## src/rtl/serial_alu_if.sv

```systemverilog
// serial_alu_if: operand/result valid-ready bundle for serial_alu
interface serial_alu_if #(parameter int WIDTH = 8);
  logic             in_valid;
  logic             in_ready;
  logic [WIDTH-1:0] a;
  logic [WIDTH-1:0] b;
  logic [1:0]       op;
  logic             out_valid;
  logic             out_ready;
  logic [WIDTH-1:0] result;
  logic             cout;
  logic             zero;
  logic             ovf;
  modport master (output in_valid, a, b, op, out_ready,
                  input  in_ready, out_valid, result, cout, zero, ovf);
  modport slave  (input  in_valid, a, b, op, out_ready,
                  output in_ready, out_valid, result, cout, zero, ovf);
endinterface

```

## src/rtl/serial_alu.sv

```systemverilog
// serial_alu: SLICE-bits-per-clock AND/OR/ADD/SUB with carry kept between beats
module serial_alu #(
  parameter int WIDTH = 8,
  parameter int SLICE = 1
) (
  input logic         clk,
  input logic         rst_n,
  serial_alu_if.slave bus
);
  localparam int N  = WIDTH / SLICE;
  localparam int CW = $clog2(N + 1);
  typedef enum logic [1:0] {IDLE, RUN, DONE} state_t;
  if (WIDTH % SLICE != 0) begin : g_cfg_err
    $error("serial_alu: WIDTH must be a multiple of SLICE");
  end
  state_t           state_q, state_d;
  logic [WIDTH-1:0] a_q, a_d, b_q, b_d, res_q, res_d;
  logic [1:0]       op_q, op_d;
  logic [CW-1:0]    cnt_q, cnt_d;
  logic             carry_q, carry_d, cout_q, cout_d, zero_q, zero_d, ovf_q, ovf_d;
  logic             amsb_q, amsb_d, bmsb_q, bmsb_d;
  logic [SLICE-1:0]       as, bs, slice_res;
  logic [SLICE:0]         sum;
  logic [WIDTH+SLICE-1:0] cat;
  logic [WIDTH-1:0]       res_n;
  logic                   c_n, r_msb, ovf_n;
  assign bus.in_ready  = state_q == IDLE;
  assign bus.out_valid = state_q == DONE;
  assign bus.result    = res_q;
  assign bus.cout      = cout_q;
  assign bus.zero      = zero_q;
  assign bus.ovf       = ovf_q;
  // one slice of the datapath: SUB inverts B and rides the carry chain seeded with 1
  always_comb begin
    as        = a_q[SLICE-1:0];
    bs        = op_q == 2'b11 ? ~b_q[SLICE-1:0] : b_q[SLICE-1:0];
    sum       = {1'b0, as} + {1'b0, bs} + {{SLICE{1'b0}}, carry_q};
    slice_res = op_q == 2'b00 ? (as & bs) : op_q == 2'b01 ? (as | bs) : sum[SLICE-1:0];
    c_n       = op_q[1] ? sum[SLICE] : 1'b0;
    cat       = {slice_res, res_q};
    res_n     = cat[WIDTH+SLICE-1:SLICE];
    r_msb     = res_n[WIDTH-1];
    ovf_n     = op_q == 2'b10 ? (amsb_q == bmsb_q) & (r_msb != amsb_q) :
                op_q == 2'b11 ? (amsb_q != bmsb_q) & (r_msb != amsb_q) : 1'b0;
  end
  // next-state: accept in IDLE, shift one slice per beat in RUN, hold in DONE
  always_comb begin
    state_d = state_q;
    a_d     = a_q;
    b_d     = b_q;
    res_d   = res_q;
    op_d    = op_q;
    cnt_d   = cnt_q;
    carry_d = carry_q;
    cout_d  = cout_q;
    zero_d  = zero_q;
    ovf_d   = ovf_q;
    amsb_d  = amsb_q;
    bmsb_d  = bmsb_q;
    case (state_q)
      IDLE: if (bus.in_valid) begin
        state_d = RUN;
        a_d     = bus.a;
        b_d     = bus.b;
        op_d    = bus.op;
        amsb_d  = bus.a[WIDTH-1];
        bmsb_d  = bus.b[WIDTH-1];
        carry_d = bus.op == 2'b11;
        cnt_d   = '0;
        res_d   = '0;
        cout_d  = 1'b0;
        zero_d  = 1'b0;
        ovf_d   = 1'b0;
      end
      RUN: begin
        a_d     = a_q >> SLICE;
        b_d     = b_q >> SLICE;
        res_d   = res_n;
        carry_d = c_n;
        cnt_d   = cnt_q + CW'(1);
        if (cnt_q == CW'(N - 1)) begin
          state_d = DONE;
          cout_d  = c_n;
          zero_d  = res_n == '0;
          ovf_d   = ovf_n;
        end
      end
      DONE: if (bus.out_ready) state_d = IDLE;
      default: state_d = IDLE;
    endcase
  end
  // state and datapath registers; reset aborts any operation in flight
  always_ff @(posedge clk or negedge rst_n) begin
    if (!rst_n) begin
      state_q <= IDLE;
      a_q     <= '0;
      b_q     <= '0;
      res_q   <= '0;
      op_q    <= '0;
      cnt_q   <= '0;
      carry_q <= 1'b0;
      cout_q  <= 1'b0;
      zero_q  <= 1'b0;
      ovf_q   <= 1'b0;
      amsb_q  <= 1'b0;
      bmsb_q  <= 1'b0;
    end else begin
      state_q <= state_d;
      a_q     <= a_d;
      b_q     <= b_d;
      res_q   <= res_d;
      op_q    <= op_d;
      cnt_q   <= cnt_d;
      carry_q <= carry_d;
      cout_q  <= cout_d;
      zero_q  <= zero_d;
      ovf_q   <= ovf_d;
      amsb_q  <= amsb_d;
      bmsb_q  <= bmsb_d;
    end
  end
endmodule

```

## src/flat_wrapper.sv

```systemverilog
// flat-port wrapper written by rule: the top's interface ports become plain ports
module serial_alu_flat 
#(
  parameter int WIDTH = 8,
  parameter int SLICE = 1
)
  (clk, rst_n, bus_in_valid, bus_a, bus_b, bus_op, bus_out_ready, bus_in_ready, bus_out_valid, bus_result, bus_cout, bus_zero, bus_ovf);
  serial_alu_if #(.WIDTH(WIDTH)) bus_i ();
  input logic clk;
  input logic rst_n;
  input wire logic [$bits(bus_i.in_valid)-1:0] bus_in_valid;
  input wire logic [$bits(bus_i.a)-1:0] bus_a;
  input wire logic [$bits(bus_i.b)-1:0] bus_b;
  input wire logic [$bits(bus_i.op)-1:0] bus_op;
  input wire logic [$bits(bus_i.out_ready)-1:0] bus_out_ready;
  output wire logic [$bits(bus_i.in_ready)-1:0] bus_in_ready;
  output wire logic [$bits(bus_i.out_valid)-1:0] bus_out_valid;
  output wire logic [$bits(bus_i.result)-1:0] bus_result;
  output wire logic [$bits(bus_i.cout)-1:0] bus_cout;
  output wire logic [$bits(bus_i.zero)-1:0] bus_zero;
  output wire logic [$bits(bus_i.ovf)-1:0] bus_ovf;
  assign bus_i.in_valid = bus_in_valid;
  assign bus_i.a = bus_a;
  assign bus_i.b = bus_b;
  assign bus_i.op = bus_op;
  assign bus_i.out_ready = bus_out_ready;
  assign bus_in_ready = bus_i.in_ready;
  assign bus_out_valid = bus_i.out_valid;
  assign bus_result = bus_i.result;
  assign bus_cout = bus_i.cout;
  assign bus_zero = bus_i.zero;
  assign bus_ovf = bus_i.ovf;
  serial_alu #(.WIDTH(WIDTH), .SLICE(SLICE)) u_core (.clk(clk), .rst_n(rst_n), .bus(bus_i));
endmodule
```

## config.mk

```make
export PLATFORM = sky130hd
export DESIGN_NAME = serial_alu_flat
export DESIGN_NICKNAME = d
export VERILOG_FILES = /design/src/rtl/serial_alu_if.sv /design/src/rtl/serial_alu.sv /design/src/flat_wrapper.sv
export SDC_FILE = /design/constraint.sdc
export NUM_CORES = 1
export LEC_CHECK = 0
export ABC_AREA = 1
export CORE_ASPECT_RATIO = 1.5
export CORE_MARGIN = 8
export CORE_UTILIZATION = 33
export CTS_BUF_LIST = sky130_fd_sc_hd__clkbuf_4 sky130_fd_sc_hd__clkbuf_8
export CTS_CLUSTER_DIAMETER = 100
export CTS_CLUSTER_SIZE = 24
export DETAILED_ROUTE_END_ITERATION = 16
export SLEW_MARGIN = 40
export SYNTH_ARGS = -nofsm -noshare
export SYNTH_HDL_FRONTEND = slang
export SYNTH_SLANG_ARGS = --single-unit
```

## constraint.sdc

```tcl
create_clock -name clk -period 2.2 [get_ports clk]
set_input_delay 0.44 -clock clk [delete_from_list [all_inputs] [get_ports clk]]
set_output_delay 0.44 -clock clk [all_outputs]
set_load 0.02 [all_outputs]
```

* Yosys cells after proc, flatten, opt, wreduce, memory -nomap -nowiden
Index checks and enable logic that the tools add are counted.
Storage, ports and cells: flip-flop bits (word level) 38, input port bits 22, output and inout port bits 13, logic and storage cells 68
Operators by class: $add $sub $neg 3, equal/unequal tests 13, mux-type cells 27, bitwise gates (word level) 5, reduce and logical (&&, ||, !) cells 8
Operators with widths (number):
- $pmux W8 S2 | 3
- $mux W8 | 3
- $mux W1 | 11
- $eq A2 B2 Y1 const B | 4
- $logic_not A8 Y1 | 1
- $pmux W1 S2 | 4
- $pmux W4 S2 | 1
- $mux W2 | 3
- $pmux W2 S3 | 1
- $reduce_and A3 Y1 | 2
- $add A4 B1 Y4 const B | 1
- $eq A2 B1 Y1 const B | 2
- $eq A4 B3 Y1 const B | 1
- $logic_not A2 Y1 | 2
- $mux W4 | 1
- $ne A2 B2 Y1 const B | 2
- $reduce_and A2 Y1 | 2
- $and A1 B1 Y1 | 3
- $add A1 B1 Y2 | 1
- $add A2 B1 Y2 | 1
- $ne A1 B1 Y1 | 2
- $ne A2 B1 Y1 const B | 1
- $reduce_bool A2 Y1 | 1
- $eq A1 B1 Y1 | 1
- other kinds (2) | 2

* Logic depth before layout (Yosys ltp)
word-level depth 12, gate-level depth with buffers 11, depth with buffers taken out 11

* Worst setup path after synthesis
Ideal clock, no wire load.
kind reg2reg, start register u_core.op_q[1], end register u_core.ovf_q, in the netlist u_core.bus.ovf, setup time 116 ps, arrival time 1520 ps, data required time 2084 ps, path slack 564 ps, cell stages (with the launch flop) 12, buffers on the path 0, clock period less this slack 1636 ps, cells stage by stage dfrtp_1 -> nand2_1 -> xor2_1 -> fa_1 -> inv_1 -> nand2_1 -> nand3_1 -> nand2_1 -> nand2_1 -> inv_1 -> nand2_1 -> nand2_1
Between the ends: cells in the longest elaborated chain, start to end 12, elaborated cells between the ends (all ways) 18
RTL lines:
- start: declaration | RTL line serial_alu.sv:18 | logic [1:0] op_q, op_d;
- start signal: assignment | RTL line serial_alu.sv:112 | op_q <= op_d;
- $eq A2 B2 Y1 | RTL line serial_alu.sv:36, serial_alu.sv:44
- $mux W1 | RTL line serial_alu.sv:36 | bs = op_q == 2'b11 ? ~b_q[SLICE-1:0] : b_q[SLICE-1:0];
- $add A1 B1 Y2 | RTL line serial_alu.sv:37 | sum = {1'b0, as} + {1'b0, bs} + {{SLICE{1'b0}}, carry_q};
- $add A2 B1 Y2 | RTL line serial_alu.sv:37
- $mux W1 (2 in series) | RTL line serial_alu.sv:38 | slice_res = op_q == 2'b00 ? (as & bs) : op_q == 2'b01 ? (as | bs) : sum[SLICE-1:0];
- $ne A1 B1 Y1 | RTL line serial_alu.sv:43, serial_alu.sv:44
- $and A1 B1 Y1 | RTL line serial_alu.sv:44 | op_q == 2'b11 ? (amsb_q != bmsb_q) & (r_msb != amsb_q) : 1'b0;
- $mux W1 | RTL line serial_alu.sv:44
- $mux W1 (*) | RTL line serial_alu.sv:43 | ovf_n = op_q == 2'b10 ? (amsb_q == bmsb_q) & (r_msb != amsb_q) :
- $mux W1 (*) | RTL line serial_alu.sv:81 | if (cnt_q == CW'(N - 1)) begin
- $pmux W1 S2 (*) | RTL line serial_alu.sv:60 | case (state_q)
- end signal: assignment | RTL line serial_alu.sv:117 | ovf_q <= ovf_d;
- end: declaration | RTL line serial_alu.sv:20 | logic carry_q, carry_d, cout_q, cout_d, zero_q, zero_d, ovf_q, ovf_d;
Every way passes the cells marked *; elsewhere a longest branch is shown, timed or not. The select of a mux whose other input is x is not followed. A chain may end at the register's enable or synchronous reset.

* Worst setup path in the final report
start register u_core.state_q[1], end output port bus_out_valid
Between the ends: cells in the longest elaborated chain, start to end 1
RTL lines:
- start: declaration | RTL line serial_alu.sv:16 | state_t state_q, state_d;
- start signal: assignment | RTL line serial_alu.sv:108 | state_q <= state_d;
- $eq A2 B2 Y1 | RTL line serial_alu.sv:28 | assign bus.out_valid = state_q == DONE;
- end: declaration | RTL line flat_wrapper.sv:17 | output wire logic [$bits(bus_i.out_valid)-1:0] bus_out_valid;
No other way between the ends.

==> results.txt <==
The clock period minus worst slack is 2.05 ns. The standby leakage power came out at 1.09 nW. The count of clock tree sinks is 38.

The clock passes through at most 2 buffers. Tracing the worst setup path back leads to its startpoint at u_core.state_q[1]$_DFFE_PN0P_. The floorplan has 33 rows. The power density of the placed cells is 1520 nW/um^2. The number of enable-type register cells in the synthesized netlist is 0. Global routing used 9.98% of the available tracks. In this run, distinct cell masters in the synthesized netlist total 31. In this run the most critical hold path is launched from u_core.bus.ovf$_DFFE_PN0P_.

The startpoint type of the worst setup path is a register. The core box area is 5370 um^2. The H-tree depth reported by CTS came out at 2. Yosys attributes the largest share of cell area to dfrtp_1, nand2_1, inv_1. Setup repair after global routing left no endpoint under its margin. The number of placed cells counting well taps came out at 302. Leaving out fill and tap cells, the most frequent cell in the layout is nand2_1. The layout cell share with drive strength beyond 1 came out at 9.13%. The multi-input combinational cells in the finished layout cover a total of 672 um^2. The combined area of all synthesized cells is 1810 um^2. In the layout the commonest cells are nand2_1, dfrtp_1, inv_1, clkdlybuf4s50_1, o21ai_0. The weighted congestion reported at the end of routability-driven placement is 0.750. After synthesis, the share of flip-flops with an asynchronous set or reset is 100%. TritonCTS built the clock tree. The number of primary I/O pins came out at 35. After the last flow step, the layout net total stands at 264.

The wire length of the first global-routing pass came out at 6760 um. The HPWL after detailed placement is 2900 um. The total setup violations reported at the end of the flow is 0. Traced cell by cell, the critical path runs through inv_1, nor2_1, clkdlybuf4s50_1.

The finished layout holds 311 standard cells, fillers aside. The gate count of the mapped netlist came out at 202. The class of the tightest hold or removal check is reg2reg. The average footprint of a synthesized cell is 8.96 um^2. The pre-CTS setup slack is 0.351 ns. The flow ran to the end, and the final reports show no timing, DRC or antenna violations. Derived from the worst setup path, the maximum achievable clock frequency is 487 MHz.

The number of antenna violations at the first check in global routing is 0. The slowest stage of the critical path belongs to the cell clkdlybuf4s50_1. Of the post-synthesis cell area, the dominant cell type holds 52.5%. Summing all flip-flop and latch instances after layout gives 951 um^2.

The detailed-route wire length per cell is 12.4 um. The height of the die is 107 um. The via density per instance came out at 4.66. The slew at the pin with the worst max-slew slack came out at 0.309 ns. The final worst clock skew came out at 0.00893 ns.

The number of search-and-repair iterations in the first detailed-routing pass came out at 4. The largest area contributor in the synthesized netlist is dfrtp_1. The count of fill cells added during filler insertion came out at 518.

The relative area change from synthesis to final layout is 28.5%. Setup slack closes at 0.145 ns. The number of clock buffers inserted by TritonCTS is 5. The capture point of the worst path is bus_out_valid. The share of the yosys chip area belonging to registers is 52.5%. Across the VDD grid, the largest voltage drop is 575 uV. The final critical-path share of the clock period is 93.4%.

The pin count of the biggest net entering global routing came out at 34. The number of cells on the worst reg-to-reg path came out at 11. The number of slew-limit violations in the final report is 0. Among all flip-flop cells after synthesis, the most frequent one is dfrtp_1. The worst setup path is captured at an output port. The initial utilization of the core area, before any placement, comes to 33.7%. The warning count from the yosys run is 0. The number of diodes came out at 0. The count of antenna-violating nets left after detailed routing is 0. The clock transition at the register clock pins on the worst setup and hold paths after CTS came out at 0.08 ns. The die outline area is 8160 um^2. The total of cells resized after clock tree synthesis is 0. The die span in x came out at 76.5 um. In the routed design, unresolved DRC markers number 0. The worst setup path is of the reg2out kind.

The critical path's largest stage delay is 0.64 ns. The count of buffers from port buffering is 34. For this run the aggregate overflow at the end of global routing stands at 0.

Measured on the finished design, the core utilization comes to 43.4%. The detailed-route via count came out at 1448. The routed design has 3870 um of wire.

The number of endpoints with negative hold slack in the final report is 0. The number of nets produced by synthesis is 226. The DRC marker count from the first detailed-route iteration came out at 60.

The endpoint identified for the worst register-to-register timing path is u_core.bus.ovf$_DFFE_PN0P_. The data required time at the worst endpoint came out at 1.76 ns. The final-layout setup total negative slack is 0 ns. In this run the worst path has a maximum fanout of 3. The worst slew margin relative to its limit came out at 79.3%. The tree is rooted in a clkbuf_8.

The startpoint identified for the worst register-to-register timing path is u_core.op_q[1]$_DFFE_PN0P_. The via count of the first global-routing pass is 1531. Clock latency on the worst-skew pair, taken at its later pin, is 0.29 ns. The register bit total from synthesis is 38. The number of maximum-capacitance violations came out at 0. The endpoint arrival time on the critical path came out at 1.61 ns. For flop-to-flop paths, the worst setup slack is 0.43 ns.
-- state kept, by name (all words and copies together) (netlist names) --
register           count
u_core.a_q             8
u_core.amsb_q          1
u_core.b_q             8
u_core.bmsb_q          1
u_core.bus.cout        1
u_core.bus.ovf         1
u_core.bus.result      8
u_core.bus.zero        1
u_core.carry_q         1
u_core.cnt_q           4
u_core.op_q            2
u_core.state_q         2
-- worst max-delay path, delay by kind of cell (launching register included) --
kind	cells	cell delay, ns
buffers and inverters	2	0.73
flip-flops	1	0.43
AND/OR/NAND/NOR	1	0.17
-- routing by layer --
metal / up-vias / GRT usage (%) / share of wire, %
met2: 29 / 17.6 / 49
met4: 0 / 4.83 / 2.9
met1: 671 / 10.4 / 42
met5: - / 0 / 0
li1: 739 / - / -
met3: 9 / 3.43 / 5.2
-- cell families after synthesis --
logic type / after synthesis / synth area share [%]
buffers and inverters: 42 / 10.4
flip-flops: 38 / 52.5
AO/OA/AOI/OAI: 50 / 17.5
XOR/XNOR: 2 / 0.968
AND/OR/NAND/NOR: 68 / 16.9
adder cells (fa/ha/maj): 2 / 1.80
-- final cells by class --
type,count,share of cell area (%)
multi-input combinational,122,28.9
sequential,38,40.9
tap,70,3.76
timing repair buffer,39,16.1
inverter,34,5.48
clock buffer,7,3.60
clock inverter,1,1.29
-- timing repair --
item | 4_1_cts | 5_1_grt
setup buffers | 0 | 0
endpoints found under the hold margin | 7 | 0
hold buffers | 1 | 0
endpoints found under the setup margin | 0 | 0
-- synth_stat cells (2+ instances only) --
cell,n
buf_2,2
buf_4,3
buf_6,2
dfrtp_1,38
inv_1,33
nand2_1,45
nand2_4,2
nand3_1,7
nand3b_1,2
nand4_1,2
nor2_1,6
o211ai_1,13
o21ai_0,21
o21ai_1,2
o22ai_1,7
xor2_1,2
-- power breakdown --
part           switching, W  internal [W]  leakage (nW)
registers          0.000186       0.00103         0.475
clock network      0.000238      0.000364        0.0593
logic               0.00102      0.000693         0.557
-- worst min-delay path by stage --
stage                                  endpoint  slack, ns  depth (start not counted)
6_report             u_core.bus.ovf$_DFFE_PN0P_       0.48                          2
5_1_grt             u_core.bus.zero$_DFFE_PN0P_       0.52                          2
4_1_cts              u_core.bus.ovf$_DFFE_PN0P_       0.49                          2
3_5_place_dp   u_core.bus.result[4]$_DFFE_PN0P_       0.30                          1
3_3_place_gp   u_core.bus.result[4]$_DFFE_PN0P_       0.30                          1
2_1_floorplan         u_core.a_q[0]$_DFFE_PN0P_       0.14                          0
-- metrics by stage --
stage / hold WS, ns / instance area [um^2] / total power [W]
finish: 0.481 / 2330 / 0.00353
detailed placement: 0.295 / 2200 / 0.00296
global placement: 0.296 / 2200 / 0.00292
global route: 0.516 / 2330 / 0.00389
CTS: 0.490 / 2330 / 0.00358
floorplan: 0.144 / 1810 / 0.00253
Power figures use the tool's default switching activity.
